`src/rtl/frame_pkg.sv`:
```
// Shared definitions for the framed serial link.
// Contents:
//   rx_state_t  - receiver state encoding
//   START_BIT / STOP_BIT - line levels of the framing bits
//   CRC_POLY    - CRC-8 generator polynomial (x^8+x^2+x+1)
//   FRAME_BITS  - payload capacity in bits
//   crc8_step   - one serial, MSB-first CRC-8 update
package frame_pkg;

  typedef enum logic [2:0] {
    IDLE  = 3'd0,
    START = 3'd1,
    SIZE  = 3'd2,
    DATA  = 3'd3,
    CRC   = 3'd4,
    STOP  = 3'd5
  } rx_state_t;

  localparam logic       START_BIT  = 1'b1;
  localparam logic       STOP_BIT   = 1'b0;
  localparam logic [7:0] CRC_POLY   = 8'h07;
  localparam int         FRAME_BITS = 128;

  // Advance the CRC by one received bit.
  function automatic logic [7:0] crc8_step(input logic [7:0] c, input logic din);
    logic fb;
    fb = din ^ c[7];
    return {c[6:0], 1'b0} ^ (fb ? CRC_POLY : 8'h00);
  endfunction

endpackage

```
`src/rtl/frame_receiver_crc.sv`:
```
// Serial CRC-8 engine shared by the link transmitter and receiver.
// Ports:
//   enable - advance the CRC by one bit this clock
//   clk    - system clock
//   reset  - synchronous, active-high clear to 8'h00
//   in     - serial data bit
//   out    - current CRC value
module frame_receiver_crc
  import frame_pkg::*;
(
  input  logic       enable,
  input  logic       clk,
  input  logic       reset,
  input  logic       in,
  output logic [7:0] out
);

  // CRC register: clear, advance on enable, otherwise hold.
  always_ff @(posedge clk) begin
    if (reset) begin
      out <= 8'h00;
    end else if (enable) begin
      out <= crc8_step(out, in);
    end else begin
      out <= out;
    end
  end

endmodule

```
`src/rtl/frame_receiver.sv`:
```
// Receive side of the framed serial link.
// Frame on RX (MSB first): start(1), size[3:0], size data bytes, crc[7:0], stop(0).
// A size of zero carries no data and no CRC field.
// Ports:
//   clk       - system clock
//   reset     - synchronous, active-high reset
//   RX        - serial line, idles low
//   baudrate  - clocks per bit (0 and 1 act as 2), latched at start detection
//   framesize - byte count of the last frame
//   framebits - last payload, byte 0 in [127:120], unused bytes zero
//   RXI       - high while idle
//   rf        - one-cycle frame-complete pulse
//   crcerr    - with rf: received CRC differs from computed CRC
//   frameerr  - with rf: bad stop bit or zero frame size
module frame_receiver
  import frame_pkg::*;
#(
  parameter int BAUDW    = 8,
  parameter int MAXBYTES = 16
) (
  input  logic                  clk,
  input  logic                  reset,
  input  logic                  RX,
  input  logic [BAUDW-1:0]      baudrate,
  output logic [3:0]            framesize,
  output logic [MAXBYTES*8-1:0] framebits,
  output logic                  RXI,
  output logic                  rf,
  output logic                  crcerr,
  output logic                  frameerr
);

  localparam logic [BAUDW-1:0] CNT_ZERO = {BAUDW{1'b0}};
  localparam logic [BAUDW-1:0] CNT_ONE  = {{(BAUDW-1){1'b0}}, 1'b1};
  localparam logic [BAUDW-1:0] BAUD_MIN = {{(BAUDW-2){1'b0}}, 2'b10};

  rx_state_t             state_r;
  rx_state_t             state_s;
  logic [BAUDW-1:0]      cnt_r;
  logic [BAUDW-1:0]      baud_r;
  logic [BAUDW-1:0]      baud_eff_s;
  logic [BAUDW-1:0]      half_s;
  logic                  wrap_s;
  logic                  sample_s;
  logic                  start_det_s;
  logic                  crc_en_s;
  logic                  crc_rst_s;
  logic [7:0]            crc_s;
  logic [2:0]            bit_r;
  logic [3:0]            byte_r;
  logic [3:0]            size_r;
  logic [3:0]            size_next_s;
  logic [7:0]            rxcrc_r;
  logic                  ferr_pend_r;
  logic [FRAME_BITS-1:0] shadow_r;
  logic [6:0]            idx_s;

  assign baud_eff_s  = (baudrate < BAUD_MIN) ? BAUD_MIN : baudrate;
  assign half_s      = baud_r >> 1'b1;
  assign wrap_s      = (cnt_r == (baud_r - CNT_ONE));
  assign sample_s    = (state_r != IDLE) && (cnt_r == half_s);
  assign size_next_s = {size_r[2:0], RX};
  // Byte k occupies bits [127-8k -: 8]; with 16 bytes (15-k) is simply the complement.
  assign idx_s       = {4'hF - byte_r, bit_r};
  assign crc_rst_s   = reset | start_det_s;

  frame_receiver_crc u_crc (
    .enable (crc_en_s),
    .clk    (clk),
    .reset  (crc_rst_s),
    .in     (RX),
    .out    (crc_s)
  );

  // State register.
  always_ff @(posedge clk) begin
    if (reset) begin
      state_r <= IDLE;
    end else begin
      state_r <= state_s;
    end
  end

  // Next-state logic plus start-detect and CRC-enable strobes.
  always_comb begin
    state_s     = state_r;
    start_det_s = 1'b0;
    crc_en_s    = 1'b0;
    case (state_r)
      IDLE: begin
        if (RX == START_BIT) begin
          state_s     = START;
          start_det_s = 1'b1;
        end else begin
          state_s = IDLE;
        end
      end
      START: begin
        if (sample_s) begin
          if (RX == START_BIT) begin
            state_s = SIZE;
          end else begin
            state_s = IDLE;
          end
        end else begin
          state_s = START;
        end
      end
      SIZE: begin
        if (sample_s) begin
          crc_en_s = 1'b1;
          if (bit_r == 3'd0) begin
            if (size_next_s == 4'h0) begin
              state_s = STOP;
            end else begin
              state_s = DATA;
            end
          end else begin
            state_s = SIZE;
          end
        end else begin
          state_s = SIZE;
        end
      end
      DATA: begin
        if (sample_s) begin
          crc_en_s = 1'b1;
          if ((bit_r == 3'd0) && (byte_r == (size_r - 4'd1))) begin
            state_s = CRC;
          end else begin
            state_s = DATA;
          end
        end else begin
          state_s = DATA;
        end
      end
      CRC: begin
        if (sample_s && (bit_r == 3'd0)) begin
          state_s = STOP;
        end else begin
          state_s = CRC;
        end
      end
      STOP: begin
        if (sample_s) begin
          state_s = IDLE;
        end else begin
          state_s = STOP;
        end
      end
      default: begin
        state_s = IDLE;
      end
    endcase
  end

  // Baud counter. The start-detect clock counts as 0, so the counter reads k
  // exactly k clocks after each bit boundary and mid-bit lands on baud/2.
  always_ff @(posedge clk) begin
    if (reset) begin
      cnt_r  <= CNT_ZERO;
      baud_r <= BAUD_MIN;
    end else if (start_det_s) begin
      cnt_r  <= CNT_ONE;
      baud_r <= baud_eff_s;
    end else if (state_r != IDLE) begin
      cnt_r  <= wrap_s ? CNT_ZERO : (cnt_r + CNT_ONE);
      baud_r <= baud_r;
    end else begin
      cnt_r  <= cnt_r;
      baud_r <= baud_r;
    end
  end

  // Field capture: size, payload shadow buffer, received CRC, bit/byte indices.
  always_ff @(posedge clk) begin
    if (reset) begin
      bit_r       <= 3'd0;
      byte_r      <= 4'd0;
      size_r      <= 4'd0;
      rxcrc_r     <= 8'h00;
      ferr_pend_r <= 1'b0;
      shadow_r    <= {FRAME_BITS{1'b0}};
    end else if (start_det_s) begin
      bit_r       <= 3'd3;
      byte_r      <= 4'd0;
      size_r      <= 4'd0;
      rxcrc_r     <= 8'h00;
      ferr_pend_r <= 1'b0;
      shadow_r    <= {FRAME_BITS{1'b0}};
    end else if (sample_s) begin
      case (state_r)
        SIZE: begin
          size_r <= size_next_s;
          if (bit_r == 3'd0) begin
            bit_r       <= 3'd7;
            byte_r      <= 4'd0;
            ferr_pend_r <= (size_next_s == 4'h0);
          end else begin
            bit_r <= bit_r - 3'd1;
          end
        end
        DATA: begin
          shadow_r[idx_s] <= RX;
          if (bit_r == 3'd0) begin
            bit_r <= 3'd7;
            if (byte_r != (size_r - 4'd1)) begin
              byte_r <= byte_r + 4'd1;
            end else begin
              byte_r <= byte_r;
            end
          end else begin
            bit_r <= bit_r - 3'd1;
          end
        end
        CRC: begin
          rxcrc_r <= {rxcrc_r[6:0], RX};
          bit_r   <= bit_r - 3'd1;
        end
        default: begin
          bit_r <= bit_r;
        end
      endcase
    end else begin
      bit_r <= bit_r;
    end
  end

  // Output registers: publish the frame and pulse rf on the stop-bit sample.
  always_ff @(posedge clk) begin
    if (reset) begin
      RXI       <= 1'b1;
      rf        <= 1'b0;
      crcerr    <= 1'b0;
      frameerr  <= 1'b0;
      framesize <= 4'd0;
      framebits <= {(MAXBYTES*8){1'b0}};
    end else begin
      RXI <= (state_s == IDLE);
      if ((state_r == STOP) && sample_s) begin
        rf        <= 1'b1;
        crcerr    <= (rxcrc_r != crc_s);
        frameerr  <= ferr_pend_r | (RX != STOP_BIT);
        framesize <= size_r;
        framebits <= shadow_r;
      end else begin
        rf <= 1'b0;
      end
    end
  end

endmodule

```
`config.mk`:
```
export PLATFORM = sky130hd
export DESIGN_NAME = frame_receiver
export DESIGN_NICKNAME = d
export VERILOG_FILES = /design/src/rtl/frame_pkg.sv /design/src/rtl/frame_receiver_crc.sv /design/src/rtl/frame_receiver.sv
export SDC_FILE = /design/constraint.sdc
export NUM_CORES = 1
export LEC_CHECK = 0
export BUFFER_PORTS_ARGS = -buffer_cell sky130_fd_sc_hd__clkbuf_2
export CAP_MARGIN = 30
export CELL_PAD_IN_SITES_DETAIL_PLACEMENT = 1
export CELL_PAD_IN_SITES_GLOBAL_PLACEMENT = 1
export CORE_MARGIN = 2
export CORE_UTILIZATION = 45
export DETAILED_ROUTE_END_ITERATION = 7
export PLACE_DENSITY_LB_ADDON = 0.1
export SYNTH_ARGS = -nofsm -noshare
export SYNTH_HDL_FRONTEND = slang
export SYNTH_HIERARCHICAL = 1
export SYNTH_SLANG_ARGS = --single-unit
```
`constraint.sdc`:
```
create_clock -name clk -period 6.9 [get_ports clk]
set_input_delay 1.38 -clock clk [delete_from_list [all_inputs] [get_ports clk]]
set_output_delay 1.38 -clock clk [all_outputs]
set_load 0.05 [all_outputs]
```
**After elaboration in Yosys (flattened, before gate mapping)**

Index checks and enable logic that the tools add are counted.

- Add/subtract/negate cells: 6
- Multiply operators: 0
- Div/mod/pow operators: 0
- $lt $le $gt $ge: 3
- Equality and inequality tests: 13
- Shifts and indexed selects: 0
- Muxes and demuxes: 32
- Bitwise gates (word level): 4
- Reductions and logical operators: 24

Operators by type and width:

| operator | number |
|---|---|
| $bwmux 128 | 1 |
| $mux 3 | 9 |
| $pmux 3 s6 | 1 |
| $mux 8 | 2 |
| $mux 4 | 3 |
| $mux 1 | 10 |
| $reduce_and 2->1 | 5 |
| $logic_not 3->1 | 3 |
| $add 8x1->8 const B | 1 |
| $eq 8x7->1 | 1 |
| $eq 8x8->1 | 1 |
| $lt 7x8->1 const B | 1 |
| $lt 8x2->1 const B | 1 |
| $ne 8x8->1 | 1 |
| $pmux 4 s2 | 1 |
| $reduce_bool 2->1 | 4 |
| $sub 8x1->8 const B | 1 |
| $xor 8x8->8 | 1 |
| $demux 1 s7 | 1 |
| $ge 7x1->1 const B | 1 |
| $eq 3x2->1 const B | 2 |
| $eq 3x3->1 const B | 2 |
| $mux 2 | 3 |
| $ne 2x2->1 const B | 3 |
| other kinds (16) | 23 |

- Register bits: 311
- Latch bits: 0
- Bits in writable memories: 0
- ROM bits: 0
- Bits of input ports: 11
- Output and inout port bits: 136
- Logic and storage cells: 100
- Memories kept: 0

**Logic depth before layout (Yosys ltp)**

- Depth in word-level cells: 7
- Gate-level depth with buffers: 10
- Gate-level depth less buffers: 8

**Hierarchy**

The synthesis kept the hierarchy.

By module, submodules not included:

| module | instances | cells each | area an instance (µm²) |
|---|---|---|---|
| frame_receiver | 1 | 1,404 | 12,214.2 |
| frame_receiver_crc | 1 | 31 | 324.1 |

**Worst setup path after synthesis**

OpenSTA, ideal clock, no wires.

- Path kind: input -> register
- Start point: in RX
- End point: reg u_crc.out[2]
- Arrival time: 2.852 ns
- Required time: 6.794 ns
- Setup slack: 3.942 ns
- Cell stages on the path: 6
- Path buffers: 2
- Cells stage by stage: clkbuf_1 a21oi_1 clkinv_1 buf_1 or4b_1 o311ai_0

- Longest elaborated chain between the ends: 3
- Elaborated cells between the ends (all ways): 6
- Those cells by class: mux (3); bitwise (3)

Ends and longest elaborated chain:

| what | line | RTL |
|---|---|---|
| start, declared | frame_receiver.sv:23 | `input logic RX,` |
| $mux 1 | frame_receiver.sv:91 | `if (RX == START_BIT) begin` |
| $mux 1 | frame_receiver.sv:89 | `case (state_r)` |
| $or 1x1->1 | frame_receiver.sv:65 | `assign crc_rst_s = reset \| start_det_s;` |
| net crc_rst_s | frame_receiver.sv:47 | `logic crc_rst_s;` |
| end signal, assigned | frame_receiver_crc.sv:23 | `out <= crc8_step(out, in);` |
| end signal, assigned | frame_receiver_crc.sv:25 | `out <= out;` |
| end, declared | frame_receiver_crc.sv:15 | `output logic [7:0] out` |

The timed path passes the listed nets, and every way through them passes these cells.
A chain may end at the register's enable or synchronous reset.

**Worst setup path after layout**

- Start point: in reset
- End point: reg u_crc.out[1]

- Longest elaborated chain between the ends: 1

Ends and longest elaborated chain:

| what | line | RTL |
|---|---|---|
| start, declared | frame_receiver.sv:22 | `input logic reset,` |
| $or 1x1->1 | frame_receiver.sv:65 |  |

Every way passes these cells.

==> results.cfg <==
[cells_and_area]
antenna_cells = 0
layout.nets = 1544
fin_area_sq_um = 14600
syn_to_final_growth_pct = 16.8
layout_common_cells = nand2_1 (427), dfxtp_1 (311), a21oi_1 (158)
final_layout_size_suffix_gt1_share_pct = 17.2
final_common_cell = nand2_1

[min_path]
hold_path_end = framebits[79]
hold_path.startpoint = framebits[79]
hold_depth = 2
hold_class = flop to flop

[sta]
fin_tns_setup_ps = 0
period_minus_slack_ps = 3990
fin_ws_ps = 2910
tightest_slew_ps = 985
slew_headroom_pct = 34.4
report.final.slew_viol_count = 0
min_period_over_period_pct = 57.9
rsz0062_at_grt = no
setup_viol = 0
hold_viol = 0
fin_skew_ps = 28.7
fmax_mhz = 250

[global_routing]
grt_usage_pct = 23.7
antenna_found_initial = 0
grt_pass1_vias = 10713
grt_pass1_wl_um = 55900
grt_overflow = 0
grt_max_degree = 96

[synthesis]
synthFlopType = dfxtp_1
synth_area_sq_um = 12500
avgSynthCellArea_sq_um = 8.74
synth-warning-count = 6
netlist.area_leader.share_pct = 49.7
syn-num-nets = 1455
postSynthCellCount = 1435
yosys.area.top_type = dfxtp_1
ys_seq_elements = 311
synthArstFlopShare_pct = 0
synth_edf_count = 0
synth_area_leaders = dfxtp_1 (50%), nand2_1 (13%), a21oi_1 (6.3%), mux2i_1 (5.7%), o31ai_1 (3.1%)
seq_area_frac_synth_pct = 49.7
synthDistinctLibCells = 56

[routing]
drc = 0
first_pass_iters = 5
finalWirelength_um = 34700
routedWlPerCell_um = 18.0
initialDrtViolationCount = 480
via_count = 10451
viasPerCell = 5.42
ant_nets = 0

[worst_setup_path]
r2r_end = u_crc/out[1]
r2r_slack_ps = 3000
crit_top_cell = buf_4
worstSetupStartpointType = input port
r2r_start = state_r[0]
cpMaxStageDelayCell = clkinv_1
crit_chain = buf_4 -> a21oi_4 -> buf_4 -> clkinv_1 -> or4b_1 -> o311ai_0
cp.required_ps = 7270
crit_type = input port to flop
crit_fanout = 71
r2r_cells = 7
cp-end-kind = flop
crit_arrival_ps = 4370
slowest_delay_ps = 980

[cts]
clk_latency_ps = 530
ctsHoldBuffers = 0
cts_tree = done
clock_sinks = 311
cts_resized = 0
htreeDepth = 2
clk_pin_slew_worst_paths_ps = 60
cts_buffer_depth = 3
clockRootBuffer = clkbuf_16
post_cts.repair.setup_buffers = 0
cts_buffers = 35

[flow_run]
maxCapViolations = 0

[place]
hpwl_um = 21500
dpl_cell_area_sq_um = 13400
port_buffers = 146
place_ws_ps = 2330
gp_congestion = 0.790

[run_status]
status = completed

[die]
core_sq_um = 27600
die_area_sq_um = 29200
ios = 147
die_h_um = 171
rows = 61
start_util_pct = 45.4
fp.dieW_um = 171

[pwr]
switching_share_pct = 22.8
internal_power_mw = 2.99
p_leak_nw = 5.66
sequentialPowerShare_pct = 46.9
comb_power_share_pct = 3.8
power.density_nw_per_um2 = 265
clkPwrFrac_pct = 49.3
worst_ir_drop_vdd_mv = 0.191
p_sw_mw = 0.883
## worst max-delay path, delay by kind of cell
family | cells | cell delay (ps)
AOI/OAI and AO/OA | 2 | 290
and+or+nand+nor | 1 | 750
buffers and inverters | 3 | 1920
## cells in the mapped netlist, drive strengths merged (2+ instances only)
master and count:
nand2b 7, or4b 2, nor4 6, o22ai 4, a211oi 3, nand4 11
nor2 34, nand2 428, nor2b 5, o211ai 65, o21ai 4, dfxtp 311
buf 24, o311ai 3, and2 14, a22o 6, mux2i 71, or3 4
nor3 14, o21a 2, xor2 12, nand3 18, ha 9, or4 3
and3 5, clkbuf 85, nand4b 3, and4 4, xnor2 26, inv 13
o31ai 68, a21oi 159
## worst max path at each step
stage | end | slack (ps) | cells after the start | start
2_1_floorplan | u_crc/out[2] | 3940 | 6 | RX
3_3_place_gp | u_crc/out[1] | 2460 | 6 | reset
6_report | u_crc/out[1] | 2910 | 6 | reset
5_1_grt | u_crc/out[1] | 2610 | 6 | reset
3_5_place_dp | u_crc/out[1] | 2330 | 6 | reset
4_1_cts | u_crc/out[1] | 2880 | 6 | reset
## routing by layer
metal  part of all wire [%]  vias up  global-route usage (%)
met2                     49      158                    42.1
met1                     45     5129                    29.6
met5                      0        -                       0
li1                       -     5103                       -
met4                    2.7        0                    7.77
met3                    3.1       61                    3.33
## kinds of logic after synthesis
kind of cell	after synthesis	share of synthesized area (%)
multiplexers	72	5.76
XOR/XNOR	39	3.08
AO/OA/AOI/OAI	320	17.2
flip-flops	311	49.7
AND/OR/NAND/NOR	561	19.0
adder cells (fa/ha/maj)	9	0.898
buffers and inverters	123	4.40
## cell type report
cell class                 instances  area (sq um)
clock buffer                      53          1100
clock inverter                    11           103
fill                            3288         13000
inverter                          14          52.6
multi-input combinational       1001          5800
sequential                       311          6230
tap                              378           473
timing repair buffer             161           883
## power by group through the flow
stage	registers (mW)	logic [mW]	clock network, mW
5_1_grt	1.82	0.161	2.02
6_report	1.82	0.147	1.91
4_1_cts	1.82	0.148	1.95
3_5_place_dp	1.86	0.147	0
2_1_floorplan	1.85	0.109	0
3_3_place_gp	1.86	0.141	0
## stage by stage
| stage | hold slack, ps | instances | util [%] | power (mW) |
|---|---|---|---|---|
| 2_1_floorplan | 437 | 1435 | - | 1.96 |
| 3_3_place_gp | 438 | 1862 | 48.4 | 2.00 |
| 3_5_place_dp | 444 | 1864 | 48.5 | 2.00 |
| 4_1_cts | 453 | 1928 | 52.9 | 3.91 |
| 5_1_grt | 464 | 1929 | 53.0 | 4.00 |
| 6_report | 449 | 1929 | 53.0 | 3.87 |
## sequential cells by signal, summed over array words and instances (netlist names)
register,flops
RXI,1
cnt_r,8
baud_r,8
shadow_r,128
state_r,3
size_r,4
framebits,128
crcerr,1
ferr_pend_r,1
byte_r,4
bit_r,3
frameerr,1
rxcrc_r,8
rf,1
framesize,4
u_crc/out,8
(Power assumes the default switching activity.)
